File: src/rtl/pc_branch_if.sv
// pc_branch_if: fetch/decode/branch bus between the PC sequencer and its environment
//   start        master->slave  leave IDLE and begin fetching
//   mem_req      slave->master  fetch request, address is pc_out
//   mem_ack      master->slave  instr_in is valid this cycle
//   instr_in     master->slave  fetched instruction word
//   pc_out       slave->master  current PC / fetch address
//   instr_out    slave->master  latched instruction for the decoder
//   instr_valid  slave->master  one-cycle pulse when instr_out updates
//   branch_req   master->slave  current instruction is a PC-relative branch
//   branch_cond  master->slave  branch condition, sampled in BRWAIT
//   halt         master->slave  current instruction is HALT
//   offset_in    master->slave  sign-extended branch offset
//   taken_cnt    slave->master  taken branches since reset
interface pc_branch_if #(
    parameter int ADDR_W = 16,
    parameter int CNT_W  = 8
);
    logic              start;
    logic              mem_req;
    logic              mem_ack;
    logic [15:0]       instr_in;
    logic [ADDR_W-1:0] pc_out;
    logic [15:0]       instr_out;
    logic              instr_valid;
    logic              branch_req;
    logic              branch_cond;
    logic              halt;
    logic [15:0]       offset_in;
    logic [CNT_W-1:0]  taken_cnt;

    modport master (
        output start, mem_ack, instr_in, branch_req, branch_cond, halt, offset_in,
        input  mem_req, pc_out, instr_out, instr_valid, taken_cnt
    );

    modport slave (
        input  start, mem_ack, instr_in, branch_req, branch_cond, halt, offset_in,
        output mem_req, pc_out, instr_out, instr_valid, taken_cnt
    );
endinterface

File: src/rtl/pc_branch_unit.sv
// pc_branch_unit: program-counter / fetch sequencer with PC-relative branches
//   clk     rising-edge clock
//   rst     synchronous active-high reset
//   io_bus  pc_branch_if.slave: fetch handshake, decoder feedback, branch offset, counters
module pc_branch_unit #(
    parameter int          ADDR_W   = 16,
    parameter logic [15:0] RESET_PC = 16'h0000,
    parameter int          PC_INC   = 1,
    parameter int          CNT_W    = 8
) (
    input logic        clk,
    input logic        rst,
    pc_branch_if.slave io_bus
);
    typedef enum logic [2:0] {S_IDLE, S_FETCH, S_DECODE, S_BRWAIT, S_HALT} state_t;

    state_t            r_state;
    state_t            w_next;
    logic [ADDR_W-1:0] r_pc;
    logic [ADDR_W-1:0] w_pc_next;
    logic [ADDR_W-1:0] w_pc_seq;
    logic [ADDR_W-1:0] w_off;
    logic [15:0]       r_instr;
    logic              r_valid;
    logic [CNT_W-1:0]  r_cnt;
    logic              w_taken;
    logic              w_load;

    // offset is two's complement; casting the signed value sign-extends (or truncates) to PC width
    assign w_off    = ADDR_W'($signed(io_bus.offset_in));
    assign w_pc_seq = r_pc + ADDR_W'(PC_INC);
    assign w_load   = (r_state == S_FETCH) && io_bus.mem_ack;

    always_comb begin
        w_next    = r_state;
        w_pc_next = r_pc;
        w_taken   = 1'b0;
        unique case (r_state)
            S_IDLE:   w_next = io_bus.start ? S_FETCH : S_IDLE;
            S_FETCH:  w_next = io_bus.mem_ack ? S_DECODE : S_FETCH;
            S_DECODE: begin
                // halt outranks branch_req; neither moves the PC
                w_next    = io_bus.halt ? S_HALT : (io_bus.branch_req ? S_BRWAIT : S_FETCH);
                w_pc_next = (io_bus.halt || io_bus.branch_req) ? r_pc : w_pc_seq;
            end
            S_BRWAIT: begin
                w_next    = S_FETCH;
                w_taken   = io_bus.branch_cond;
                w_pc_next = io_bus.branch_cond ? w_pc_seq + w_off : w_pc_seq;
            end
            S_HALT:   w_next = S_HALT;
            default:  w_next = S_IDLE;
        endcase
    end

    always_ff @(posedge clk) begin
        if (rst) begin
            r_state <= S_IDLE;
            r_pc    <= ADDR_W'(RESET_PC);
            r_instr <= '0;
            r_valid <= 1'b0;
            r_cnt   <= '0;
        end else begin
            r_state <= w_next;
            r_pc    <= w_pc_next;
            r_valid <= w_load;
            if (w_load) r_instr <= io_bus.instr_in;
            if (w_taken) r_cnt <= r_cnt + 1'b1;
        end
    end

    assign io_bus.mem_req     = (r_state == S_FETCH);
    assign io_bus.pc_out      = r_pc;
    assign io_bus.instr_out   = r_instr;
    assign io_bus.instr_valid = r_valid;
    assign io_bus.taken_cnt   = r_cnt;
endmodule
File: src/flat_wrapper.sv
// flat-port wrapper written by rule: the top's interface ports become plain ports
module pc_branch_unit_flat 
#(
    parameter int          ADDR_W   = 16,
    parameter logic [15:0] RESET_PC = 16'h0000,
    parameter int          PC_INC   = 1,
    parameter int          CNT_W    = 8
)
  (clk, rst, io_bus_start, io_bus_mem_ack, io_bus_instr_in, io_bus_branch_req, io_bus_branch_cond, io_bus_halt, io_bus_offset_in, io_bus_mem_req, io_bus_pc_out, io_bus_instr_out, io_bus_instr_valid, io_bus_taken_cnt);
  pc_branch_if #(.ADDR_W(ADDR_W), .CNT_W(CNT_W)) io_bus_i ();
  input logic clk;
  input logic rst;
  input wire logic [$bits(io_bus_i.start)-1:0] io_bus_start;
  input wire logic [$bits(io_bus_i.mem_ack)-1:0] io_bus_mem_ack;
  input wire logic [$bits(io_bus_i.instr_in)-1:0] io_bus_instr_in;
  input wire logic [$bits(io_bus_i.branch_req)-1:0] io_bus_branch_req;
  input wire logic [$bits(io_bus_i.branch_cond)-1:0] io_bus_branch_cond;
  input wire logic [$bits(io_bus_i.halt)-1:0] io_bus_halt;
  input wire logic [$bits(io_bus_i.offset_in)-1:0] io_bus_offset_in;
  output wire logic [$bits(io_bus_i.mem_req)-1:0] io_bus_mem_req;
  output wire logic [$bits(io_bus_i.pc_out)-1:0] io_bus_pc_out;
  output wire logic [$bits(io_bus_i.instr_out)-1:0] io_bus_instr_out;
  output wire logic [$bits(io_bus_i.instr_valid)-1:0] io_bus_instr_valid;
  output wire logic [$bits(io_bus_i.taken_cnt)-1:0] io_bus_taken_cnt;
  assign io_bus_i.start = io_bus_start;
  assign io_bus_i.mem_ack = io_bus_mem_ack;
  assign io_bus_i.instr_in = io_bus_instr_in;
  assign io_bus_i.branch_req = io_bus_branch_req;
  assign io_bus_i.branch_cond = io_bus_branch_cond;
  assign io_bus_i.halt = io_bus_halt;
  assign io_bus_i.offset_in = io_bus_offset_in;
  assign io_bus_mem_req = io_bus_i.mem_req;
  assign io_bus_pc_out = io_bus_i.pc_out;
  assign io_bus_instr_out = io_bus_i.instr_out;
  assign io_bus_instr_valid = io_bus_i.instr_valid;
  assign io_bus_taken_cnt = io_bus_i.taken_cnt;
  pc_branch_unit #(.ADDR_W(ADDR_W), .RESET_PC(RESET_PC), .PC_INC(PC_INC), .CNT_W(CNT_W)) u_core (.clk(clk), .rst(rst), .io_bus(io_bus_i));
endmodule
File: config.mk
export PLATFORM = sky130hd
export DESIGN_NAME = pc_branch_unit_flat
export DESIGN_NICKNAME = d
export VERILOG_FILES = /design/src/rtl/pc_branch_if.sv /design/src/rtl/pc_branch_unit.sv /design/src/flat_wrapper.sv
export SDC_FILE = /design/constraint.sdc
export NUM_CORES = 1
export LEC_CHECK = 0
export CAP_MARGIN = 20
export CORE_ASPECT_RATIO = 1.5
export CORE_MARGIN = 2
export CORE_UTILIZATION = 49
export CTS_CLUSTER_SIZE = 20
export DETAILED_ROUTE_END_ITERATION = 6
export GPL_ROUTABILITY_DRIVEN = 0
export GPL_TIMING_DRIVEN = 0
export PLACE_DENSITY = 0.79
export SLEW_MARGIN = 10
export SYNTH_ARGS = -nofsm -noshare
export SYNTH_HDL_FRONTEND = slang
export SYNTH_SLANG_ARGS = --single-unit
File: constraint.sdc
create_clock -name clk -period 3.85 [get_ports clk]
set_input_delay 0.385 -clock clk [delete_from_list [all_inputs] [get_ports clk]]
set_output_delay 0.385 -clock clk [all_outputs]
set_load 0.02 [all_outputs]
[Yosys cells after proc, flatten, opt, wreduce, memory -nomap -nowiden]
Index checks and enable logic that the tools add are counted.
Operators by class
  reduce and logical (&&, ||, !) cells: 5
  mux-type cells: 9
  equal/unequal tests: 5
  add/subtract/negate cells: 3
Operators with widths (number)
  two-way mux 16 bit: 2
  case mux 16 bit (2 select lines): 1
  adder 16 x 1 -> 16 bit (second input constant): 1
  adder 16 bit: 1
  case mux 3 bit (5 select lines): 1
  adder 8 x 1 -> 8 bit (second input constant): 1
  equality test 3 x 2 -> 1 bit (second input constant): 2
  two-way mux 2 bit: 2
  equality test 3 x 1 -> 1 bit (second input constant): 1
  equality test 3 bit (second input constant): 1
  zero test 3 bit: 1
  two-way mux 3 bit: 1
  two-way mux 1 bit: 2
  inequality test 2 bit (second input constant): 1
  AND reduction 2 bit: 1
  nonzero test 2 bit: 1
  logical AND 1 bit: 1
  logical OR 1 bit: 1
Word-level totals
  output and inout bits: 42
  register bits after elaboration: 44
  word-level logic and storage cells: 27
  input bits: 39

[Depth between registers and ports, before layout]
  word-level depth: 4
  gate-level depth with buffers: 13
  depth with buffers taken out: 12

[Least setup slack after synthesis]
Ideal clock, no wire load.
  path kind: register to register
  start point: register u_core.r_pc[0] (netlist: u_core.io_bus.pc_out[0])
  end point: register u_core.r_pc[15] (netlist: u_core.io_bus.pc_out[15])
  arrival: 3.139 ns
  clock period less this slack: 3.217 ns
  library setup time: 0.078 ns
  cell stages (with the launch flop): 14
  required time: 3.772 ns
  path buffers: 1
  setup slack: 0.633 ns
  cell sequence: dfxtp_1 > ha_1 > and3_2 > clkbuf_1 > and4_1 > nand3_1 > xnor2_1 > ha_1 > a211oi_1 > nor2_1 > a211oi_1 > a31oi_1 > o31a_1 > nor3_1
On the way
  word-level cells in the longest chain between the ends: 4
  elaborated cells on any way between the ends: 5
  classes of those cells: add/sub: 2; mux: 3
Ends and longest elaborated chain
  from (decl): RTL line pc_branch_unit.sv:19  | logic [ADDR_W-1:0] r_pc;
  from (signal assigned): RTL line pc_branch_unit.sv:59  | r_pc <= ADDR_W'(RESET_PC);
  from (signal assigned): RTL line pc_branch_unit.sv:65  | r_pc <= w_pc_next;
  adder 16 x 1 -> 16 bit (*): RTL line pc_branch_unit.sv:31  | assign w_pc_seq = r_pc + ADDR_W'(PC_INC);
  adder 16 bit: RTL line pc_branch_unit.sv:49  | w_pc_next = io_bus.branch_cond ? w_pc_seq + w_off : w_pc_seq;
  two-way mux 16 bit: RTL line pc_branch_unit.sv:49
  case mux 16 bit (2 select lines) (*): RTL line pc_branch_unit.sv:38  | unique case (r_state)
Every way passes the cells marked *; elsewhere a longest branch is shown, timed or not. The select of a mux whose other input is x is not followed.
A chain may end at the register's enable or synchronous reset.

[Worst setup path after layout]
  start point: register u_core.r_pc[1] (netlist: u_core.io_bus.pc_out[1])
  end point: register u_core.r_pc[15] (netlist: u_core.io_bus.pc_out[15])
The elaborated chain is that of the path after synthesis.

==> metrics.txt <==
Horiz. Die Dim=67.8 µm; WL met2=4410 µm; vias in the first global route=2998; crit path capture=u_core.io_bus.pc_out[15]; Root Buffer=clkbuf_8; initial core utilization=0.513; I/O Pins=81; Peak VDD IR=0.302 mV; reg2reg setup slack=0.34 ns; Synth Area in XOR/XNOR=0.0908; Rows=34; Adder-Cell Fraction of Synth Area=0.0946; CP startpoint=u_core.io_bus.pc_out[1]; Yosys Warn Count=0; Most used DFF post-synth=dfxtp_1; top sig layer=met4; Lkg Pwr=around 1.5 nW; Synth Area in Simple Gates=0.248; Sink Count=44; WP data arrival=3.69 ns; Setup TNS=0 ns; hold_buf cts=0; residual DRC count=0; H-tree levels=2; Post-Synthesis Cells=approximately 370; commonest non-fill, non-tap cell in the layout=clkdlybuf4s50_1; Setup WS pre-CTS=0.182 ns; pins over their slew limit=0; # setup viols final=0; CP endpoint kind=flop; commonest non-fill, non-tap cells in the layout=clkdlybuf4s50_1 (79), nand2_1 (63), dfxtp_1 (43), a21oi_1 (37), nor2_1 (31); Syn Area/Cell=7.99 µm²; via density per instance=5.79; CTS tree=built; Post-CTS Setup Bufs=0; Tot Pwr=1.05 mW; period utilisation layout=0.913; length of the first detailed-routing pass in iterations=4; Ant. Diodes=0; largest net degree at the start of global routing=16; via count=3086; FFs w/ async S/R, synth=0; Post-synth EDFFs=0; fin crit period=3.51 ns; synthesized net count=approximately 440; Layout area overhead=33.5%; Final Net Count=521; gr usage total=0.262; Max-cap violations=0; post-synthesis compound-gate area fraction=0.211; PD cells=264 nW/µm²; post-synthesis sequential area ratio=0.295; Max Freq=approximately 280 MHz; share of post-route cells with drive strength above 1=0.0521; slack of the critical path=around 0.34 ns; clk buf depth=2; FF+latch count, synth=44; wire per inst=15.9 µm; M1 WL=3320 µm; DR iter-0 viols=between 150 and 200; crit start category=flop; Skew-Pair Late Insertion Delay=0.30 ns; Clock Skew=around 0.0055 ns; post-detail-place hpwl=6610 µm; Worst Path Required=4.03 ns; DIE AREA=6750 µm²; Reg2Reg Depth=13; status=completed; # port buffers=79; Non-Filler Instances=533; proportion of synthesized area in mux cells=0.00712; initial antenna violation count=0; die height=99.7 µm; Clk pin slew, worst setup/hold paths=0.09 ns; final hold vios=0; Slew HR=0.636; unique cell type count in the Yosys netlist=56; fill count=514; Mapped Area=about 3000 µm²; Hold Path Class=flop to flop; TritonCTS Buffers=5; RSZ-0062 raised after global routing=no; Slew @ Worst Pin=0.542 ns; reg2reg start=u_core.io_bus.pc_out[1]; GR Overflow Total=0; dpl cells=between 500 and 600; metal3 WL=between 400 and 500 µm; first-pass GRT wire length=around 14000 µm; total wire length=8490 µm; largest family of logic cells by synthesized area=simple AND/OR/NAND/NOR gates; Core Box Area=5830 µm²; r2r endpoint=u_core.io_bus.pc_out[15]; Detail Route Antenna Nets=0; critical path fanouts, max=8; WS Path Type=flop to flop
==> worst min-delay path by stage <==
stage,from,cells after the start,end,slack [ns]
after global placement,u_core.io_bus.instr_out[9],2,u_core.io_bus.instr_out[9],0.44
after detailed placement,u_core.io_bus.instr_out[9],2,u_core.io_bus.instr_out[9],0.45
after floorplan,u_core.r_state[0],1,u_core.r_state[2],0.50
after global routing,u_core.io_bus.instr_out[9],2,u_core.io_bus.instr_out[9],0.48
final,u_core.io_bus.instr_out[1],2,u_core.io_bus.instr_out[1],0.46
after CTS,u_core.io_bus.instr_out[9],2,u_core.io_bus.instr_out[9],0.46
==> where the power goes <==
part	internal [mW]	switching (mW)
Combinational	0.100	0.100
Clock	0.196	0.177
Sequential	0.468	0.0106
Total	0.764	0.288
==> cells by family (layout without fill, tap and decap cells) <==
logic type	Yosys count	count (layout)
compound gates	98	98
mux	2	2
xor+xnor	31	31
flops	44	44
fa+ha+maj	22	22
simple gates	153	153
buf+inv	24	111
==> what timing repair did <==
| action | 4_1_cts | 5_1_grt |
|---|---|---|
| setup endpoints to repair | 0 | 1 |
| endpoints found under the hold margin | 0 | 0 |
| resized for setup | 0 | 2 |
==> synthesized netlist by cell type, types with 2 or more instances <==
cell	number	area [µm²]
and4_2	2	20.0
a21boi_0	2	15.0
a311oi_1	4	35.0
ha_1	21	263
and2_1	2	12.5
and4_1	3	26.3
or4_1	2	15.0
a21o_1	3	22.5
xor2_1	13	114
and3_1	3	18.8
nand3b_1	3	22.5
nor3_1	6	30.0
o22ai_1	3	18.8
inv_1	3	11.3
nor2b_1	2	12.5
o31ai_1	3	22.5
a211oi_1	6	45.0
a22oi_1	3	22.5
nand3_1	14	70.1
nand4_1	8	50.1
nor2_1	31	116
bufbuf_16	2	65.1
o211ai_1	5	37.5
and3_2	2	15.0
nand2b_1	2	12.5
a21oi_1	37	185
o211a_1	4	40.0
dfxtp_1	44	881
xnor2_1	18	158
a31oi_1	3	18.8
clkbuf_1	16	60.1
nand2_1	63	236
a2111oi_0	2	17.5
o21bai_1	2	15.0
o21ai_0	14	70.1
nor4_1	3	18.8
==> sequential cells by signal, summed over array words and instances, names as in the netlist <==
| signal | cells |
|---|---|
| u_core.io_bus.pc_out | 16 |
| u_core.io_bus.taken_cnt | 8 |
| u_core.io_bus.instr_out | 16 |
| u_core.r_state | 3 |
| u_core.io_bus.instr_valid | 1 |
==> per-layer routing <==
layer  vias to the layer above  track usage
met5                         -            0
met4                         0        0.118
met3                        21       0.0475
met2                       110        0.466
met1                      1435        0.294
li1                       1520            -
==> final cells by class <==
class	instances	area, µm²	area share
clock buffer	5	68.8	0.0172
sequential	44	882	0.221
multi-input combinational	306	1950	0.489
timing repair buffer	79	791	0.198
buffer	21	151	0.0379
tap	72	90.1	0.0226
clock inverter	3	46.3	0.0116
inverter	3	11.3	0.00282
==> worst max-delay path: stages, from the launching register on <==
cell	delay [ns]
dfxtp_1	0.43
ha_1	0.28
and3_2	0.20
clkbuf_1	0.21
and4_1	0.31
nand3_1	0.14
xnor2_1	0.16
ha_1	0.39
a211oi_1	0.31
nor2_1	0.09
a211oi_2	0.33
a31oi_1	0.16
nor4_1	0.29
nor3_1	0.08
==> metrics by stage <==
stage	utilization	hold WS, ns	cell area (µm²)
finish	0.685	0.458	3990
global route	0.685	0.482	3990
CTS	0.684	0.459	3990
detailed placement	0.664	0.449	3870
global placement	0.664	0.441	3870
floorplan	-	0.497	2990
(Power assumes the default switching activity.)
